$ cat src/rtl/seq_mul_ctrl_pkg.sv
// Shared definitions for the sequenced arithmetic blocks: state encodings,
// datapath widths and a carry-chain incrementer for iteration counters.
package seq_mul_ctrl_pkg;

  localparam int unsigned DEF_WIDTH = 8;
  localparam int unsigned PROD_W    = 2 * DEF_WIDTH;
  localparam int unsigned ADDER_W   = 16;
  localparam int unsigned CNT_W     = 4;

  typedef enum logic [1:0] {
    ST_IDLE = 2'b00,
    ST_RUN  = 2'b01,
    ST_DONE = 2'b10
  } state_e;

  function automatic int unsigned prod_width(input int unsigned width);
    return 2 * width;
  endfunction

  // Half-adder chain so counters never need a behavioural adder.
  function automatic logic [CNT_W-1:0] cnt_inc(input logic [CNT_W-1:0] v);
    logic [CNT_W-1:0] r;
    logic             c;
    c = 1'b1;
    for (int i = 0; i < CNT_W; i++) begin
      r[i] = v[i] ^ c;
      c    = c & v[i];
    end
    return r;
  endfunction

endpackage

$ cat src/rtl/seq_mul_ctrl_adder.sv
// 16-bit ripple-carry add/sub cell: x_i=1 inverts b_i (caller supplies cin_i=1
// to complete a two's-complement subtract).
module Sixteen_b_full_adder (
  input  logic [15:0] a_i,
  input  logic [15:0] b_i,
  input  logic        x_i,
  input  logic        cin_i,
  output logic [15:0] sum_o,
  output logic        cout_o
);

  logic [15:0] b_eff;
  logic [16:0] carry;

  assign carry[0] = cin_i;

  for (genvar i = 0; i < 16; i++) begin : g_bit
    assign b_eff[i]    = b_i[i] ^ x_i;
    assign sum_o[i]    = a_i[i] ^ b_eff[i] ^ carry[i];
    assign carry[i+1]  = (a_i[i] & b_eff[i]) | (carry[i] & (a_i[i] ^ b_eff[i]));
  end

  assign cout_o = carry[16];

endmodule

$ cat src/rtl/seq_mul_ctrl.sv
// Shift-and-add unsigned multiplier controller: one partial product per clock
// through a shared 16-bit ripple adder, with a start/busy/done handshake.
module seq_mul_ctrl
  import seq_mul_ctrl_pkg::*;
#(
  parameter int unsigned WIDTH = DEF_WIDTH
) (
  input  logic                         clk,
  input  logic                         rst_n,
  input  logic                         start,
  input  logic                         abort,
  input  logic [WIDTH-1:0]             a,
  input  logic [WIDTH-1:0]             b,
  output logic                         busy,
  output logic                         done,
  output logic [prod_width(WIDTH)-1:0] product
);

  localparam int unsigned PW = prod_width(WIDTH);

  state_e             state_q;
  logic [ADDER_W-1:0] mcand_q;
  logic [WIDTH-1:0]   mplier_q;
  logic [ADDER_W-1:0] acc_q;
  logic [CNT_W-1:0]   cnt_q;
  logic               busy_q;
  logic               done_q;
  logic [PW-1:0]      product_q;

  logic [ADDER_W-1:0] adder_sum;
  logic               adder_cout_unused;

  // Carry-out is always 0 here: the accumulator never exceeds 2*WIDTH <= 16 bits.
  Sixteen_b_full_adder u_adder (
    .a_i    (acc_q),
    .b_i    (mcand_q),
    .x_i    (1'b0),
    .cin_i  (1'b0),
    .sum_o  (adder_sum),
    .cout_o (adder_cout_unused)
  );

  // NOTE: all state lives in one clocked block and is written with <= so every
  // register sees the pre-edge values of the others, regardless of statement order.
  always_ff @(posedge clk or negedge rst_n) begin
    if (!rst_n) begin
      state_q   <= ST_IDLE;
      mcand_q   <= '0;
      mplier_q  <= '0;
      acc_q     <= '0;
      cnt_q     <= '0;
      busy_q    <= 1'b0;
      done_q    <= 1'b0;
      product_q <= '0;
    end else begin
      done_q <= 1'b0;
      case (state_q)
        ST_IDLE: begin
          busy_q <= start;
          if (start) begin
            mcand_q  <= ADDER_W'(a);
            mplier_q <= b;
            acc_q    <= '0;
            cnt_q    <= '0;
            state_q  <= ST_RUN;
          end
        end
        ST_RUN: begin
          if (abort) begin
            busy_q  <= 1'b0;
            state_q <= ST_IDLE;
          end else begin
            if (mplier_q[0]) acc_q <= adder_sum;
            mcand_q  <= mcand_q << 1;
            mplier_q <= mplier_q >> 1;
            cnt_q    <= cnt_inc(cnt_q);
            if (cnt_q == CNT_W'(WIDTH - 1)) state_q <= ST_DONE;
          end
        end
        ST_DONE: begin
          // busy stays high through the done-pulse cycle so a held start is
          // accepted back-to-back without a busy gap.
          product_q <= acc_q[PW-1:0];
          done_q    <= 1'b1;
          busy_q    <= 1'b1;
          state_q   <= ST_IDLE;
        end
        default: begin
          busy_q  <= 1'b0;
          state_q <= ST_IDLE;
        end
      endcase
    end
  end

  assign busy    = busy_q;
  assign done    = done_q;
  assign product = product_q;

endmodule

$ cat config.mk
export PLATFORM = sky130hd
export DESIGN_NAME = seq_mul_ctrl
export DESIGN_NICKNAME = d
export VERILOG_FILES = /design/src/rtl/seq_mul_ctrl_pkg.sv /design/src/rtl/seq_mul_ctrl_adder.sv /design/src/rtl/seq_mul_ctrl.sv
export SDC_FILE = /design/constraint.sdc
export NUM_CORES = 1
export LEC_CHECK = 0
export ABC_CLOCK_PERIOD_IN_PS = 7500
export CAP_MARGIN = 20
export CELL_PAD_IN_SITES_DETAIL_PLACEMENT = 0
export CELL_PAD_IN_SITES_GLOBAL_PLACEMENT = 1
export CORE_ASPECT_RATIO = 1.4
export CORE_MARGIN = 4
export CORE_UTILIZATION = 28
export DETAILED_ROUTE_END_ITERATION = 16
export PLACE_DENSITY_LB_ADDON = 0.1
export SLEW_MARGIN = 20
export SYNTH_ARGS = -nofsm -noshare
export SYNTH_HDL_FRONTEND = slang
export SYNTH_HIERARCHICAL = 1
export SYNTH_SLANG_ARGS = --single-unit
$ cat constraint.sdc
create_clock -name clk -period 7.5 [get_ports clk]
set_input_delay 2.25 -clock clk [delete_from_list [all_inputs] [get_ports clk]]
set_output_delay 2.25 -clock clk [all_outputs]
set_load 0.01 [all_outputs]
==> impl_metrics.py <==
metrics = {
    "run_status": {
        "outcome": "completed",
    },
    "cells_and_area": {
        "area_growth_pct": 22.6,
        "diodes": 0,
        "layout_common_cells": "dfrtp_1, clkdlybuf4s50_1, inv_1, a22o_1, mux2_2",
        "design_area_um2": 3990,
        "multiInputGateArea_um2": 1380,
        "nets": 336,
        "final_common_cell": "dfrtp_1",
        "fillers": 1135,
        "regArea_um2": 1600,
        "final_layout_size_suffix_gt1_share_pct": 13.9,
    },
    "clock_network": {
        "post-cts-setup-buffer-count": 0,
        "clk_pin_slew_worst_paths_ns": 0.05,
        "htree_levels": 3,
        "hold_buffers": 0,
        "cts_resized": 0,
        "root_buffer": "clkbuf_16",
        "numCtsBuffers": 9,
        "cts_tree": "yes",
        "cts.path.max_buffers": 2,
        "worstSkewPairLatency_ns": 0.33,
        "clock_sinks": 64,
    },
    "logic_synthesis": {
        "ys_seq_area_share_pct": 49.2,
        "synth_seq_cells": 64,
        "synth.avg_cell_area_um2": 12.4,
        "synth_area_um2": 3260,
        "netlist_instances": 262,
        "ys_warn_count": 6,
        "synth_cell_type_count": 30,
    },
    "drt": {
        "detail-route-antenna-nets": 0,
        "dr.pass1.iters": 4,
        "vias_per_cell": 4.35,
        "drt_iter0_drc": 40,
        "wl_per_cell_um": 14.2,
        "drc": 0,
        "routed_wl_um": 6360,
        "num_vias": 1945,
    },
    "pwr": {
        "total_power_mw": 1.34,
        "seq_power_share_pct": 38.3,
        "p_per_area_nw_per_um2": 337,
        "swShare_pct": 31.9,
        "power_leakage_nw": 1.78,
        "power.share.clock_pct": 30.9,
        "p_int_mw": 0.916,
        "power.switching_mw": 0.429,
        "ir_drop_mv": 0.122,
        "combinationalPowerShare_pct": 30.7,
    },
    "global_route": {
        "overflow": 0,
        "grt_max_degree": 65,
        "grt_pass1_wl_um": 10900,
        "antenna_found_initial": 0,
        "gr-usage-all-layers_pct": 10.5,
        "grt_pass1_vias": 2088,
    },
    "placement": {
        "dp_hpwl_um": 4380,
        "numPortBuffers": 37,
        "gp_routability_congestion": 0.722,
        "dpl_cell_area_um2": 3690,
    },
    "timing": {
        "rsz0062_at_grt": "false",
        "maxSlewHeadroom_pct": 29.8,
        "worstMarginPinSlew_ns": 1.05,
        "min_period_over_period_pct": 93.4,
        "period_needed_ns": 7.01,
        "finalSetupViolations": 0,
        "final-max-slew-violation-count": 0,
        "hold_viol": 0,
        "fin_skew_ns": 0.00403,
        "setup_tns_ns": 0,
        "fmax_ghz": 0.143,
    },
    "worst_setup_path": {
        "path_class": "register to register",
        "worstPathRequired_ns": 7.71,
        "critPathCaptureType": "register",
        "worst_setup_path_start_kind": "register",
        "crit_fanout": 3,
        "worst_ep_arrival_time_ns": 7.22,
    },
    "run": {
        "drv_cap": 0,
    },
    "die": {
        "io_pins": 38,
        "coreArea_um2": 11300,
        "die_h_um": 136,
        "rows": 46,
        "die_x_um": 99.2,
        "initial_core_util_pct": 28.7,
        "die_area_um2": 13400,
    },
    "min_path": {
        "min_path_type": "register to register",
    },
}
cells in the mapped netlist:
library cell	n	area, um^2
a21oi_1	16	80.1
a22o_1	23	201
and4bb_2	1	12.5
buf_12	1	20.0
buf_2	4	20.0
buf_4	8	60.1
buf_6	4	45.0
conb_1	1	3.75
dfrtp_1	64	1600
fa_1	16	320
ha_1	2	25.0
inv_1	35	131
mux2_2	17	191
mux2_4	1	15.0
mux2i_1	14	140
nand2_1	1	3.75
nand2b_1	1	6.26
nand4b_1	3	26.3
nor2_1	6	22.5
nor2_4	1	11.3
nor2b_1	1	6.26
nor3_1	16	80.1
nor3b_4	2	37.5
nor4_1	1	6.26
nor4bb_1	1	10.0
o21ai_0	3	15.0
or2_1	1	6.26
or3b_2	1	8.76
xnor2_1	15	131
xor2_1	2	17.5
cells by family after synthesis:
group	synth area share, %
flops	49.2
buf+inv	8.49
compound gates	9.10
simple gates	7.30
mux	10.6
fa+ha+maj	10.6
xor+xnor	4.57
other cells	0.115
critical path, stage by stage, from the launching register on:
cell and delay (ns):
dfrtp_1 0.36, inv_1 0.07, fa_1 0.43, fa_1 0.38, fa_1 0.40, fa_1 0.40
fa_1 0.41, fa_1 0.40, fa_1 0.40, fa_1 0.39, fa_1 0.39, fa_1 0.39
fa_1 0.40, fa_1 0.39, fa_1 0.36, inv_1 0.07, fa_1 0.15, inv_1 0.05
fa_1 0.35, inv_1 0.07, fa_1 0.41, a22o_1 0.22
power by group through the flow:
stage          clock, mW  sequential [mW]  combinational (mW)
3_3_place_gp           0            0.522               0.423
5_1_grt            0.449            0.531               0.484
4_1_cts            0.433            0.518               0.426
6_report           0.416            0.516               0.413
3_5_place_dp           0            0.523               0.425
2_1_floorplan          0            0.498               0.343
metal layers:
layer	vias to the layer above	routed length [um]	track usage [%]
met5	-	0	0
met1	943	2900	13.7
met4	0	108	4.56
met2	36	3000	15.6
li1	957	-	-
met3	9	348	3.86
path summary, 6_finish.rpt:
kind,cells past startpoint,from,slack [ns],endpoint
hold / removal,1,cnt_q[3]$_DFFE_PN0P_,0.48,state_q[1]$_DFFE_PN0P_
max in group asynchronous,2,rst_n,4.85,mcand_q[0]$_DFFE_PN0P_
min in group asynchronous,2,rst_n,2.11,product[11]$_DFFE_PN0P_
hold reg to reg,1,cnt_q[3]$_DFFE_PN0P_,0.48,state_q[1]$_DFFE_PN0P_
setup / recovery,21,acc_q[0]$_DFFE_PN0P_,0.49,acc_q[15]$_DFFE_PN0P_
setup reg to reg,21,acc_q[0]$_DFFE_PN0P_,0.49,acc_q[15]$_DFFE_PN0P_
state kept, by name, summed over array words and instances, names as in the netlist:
signal    count
acc_q        16
busy          1
cnt_q         4
done          1
mcand_q      16
mplier_q      8
product      16
state_q       2
cell type report:
class                      count  share of cell area, %
clock buffer                  13                   6.52
clock inverter                 3                   1.00
inverter                      35                   3.29
multi-input combinational    147                   34.6
sequential                    64                   40.1
tap                          144                   4.51
timing repair buffer          41                   9.91
stage by stage:
stage,setup WS [ns],hold slack [ns],util [%],cells
after floorplan,0.773,0.446,-,263
after global placement,0.532,0.479,32.6,431
after detailed placement,0.464,0.480,32.6,431
after CTS,0.447,0.487,35.2,447
after global routing,0.207,0.507,35.2,447
final,0.494,0.481,35.2,447
No activity file was read; power rests on OpenSTA's default activity.
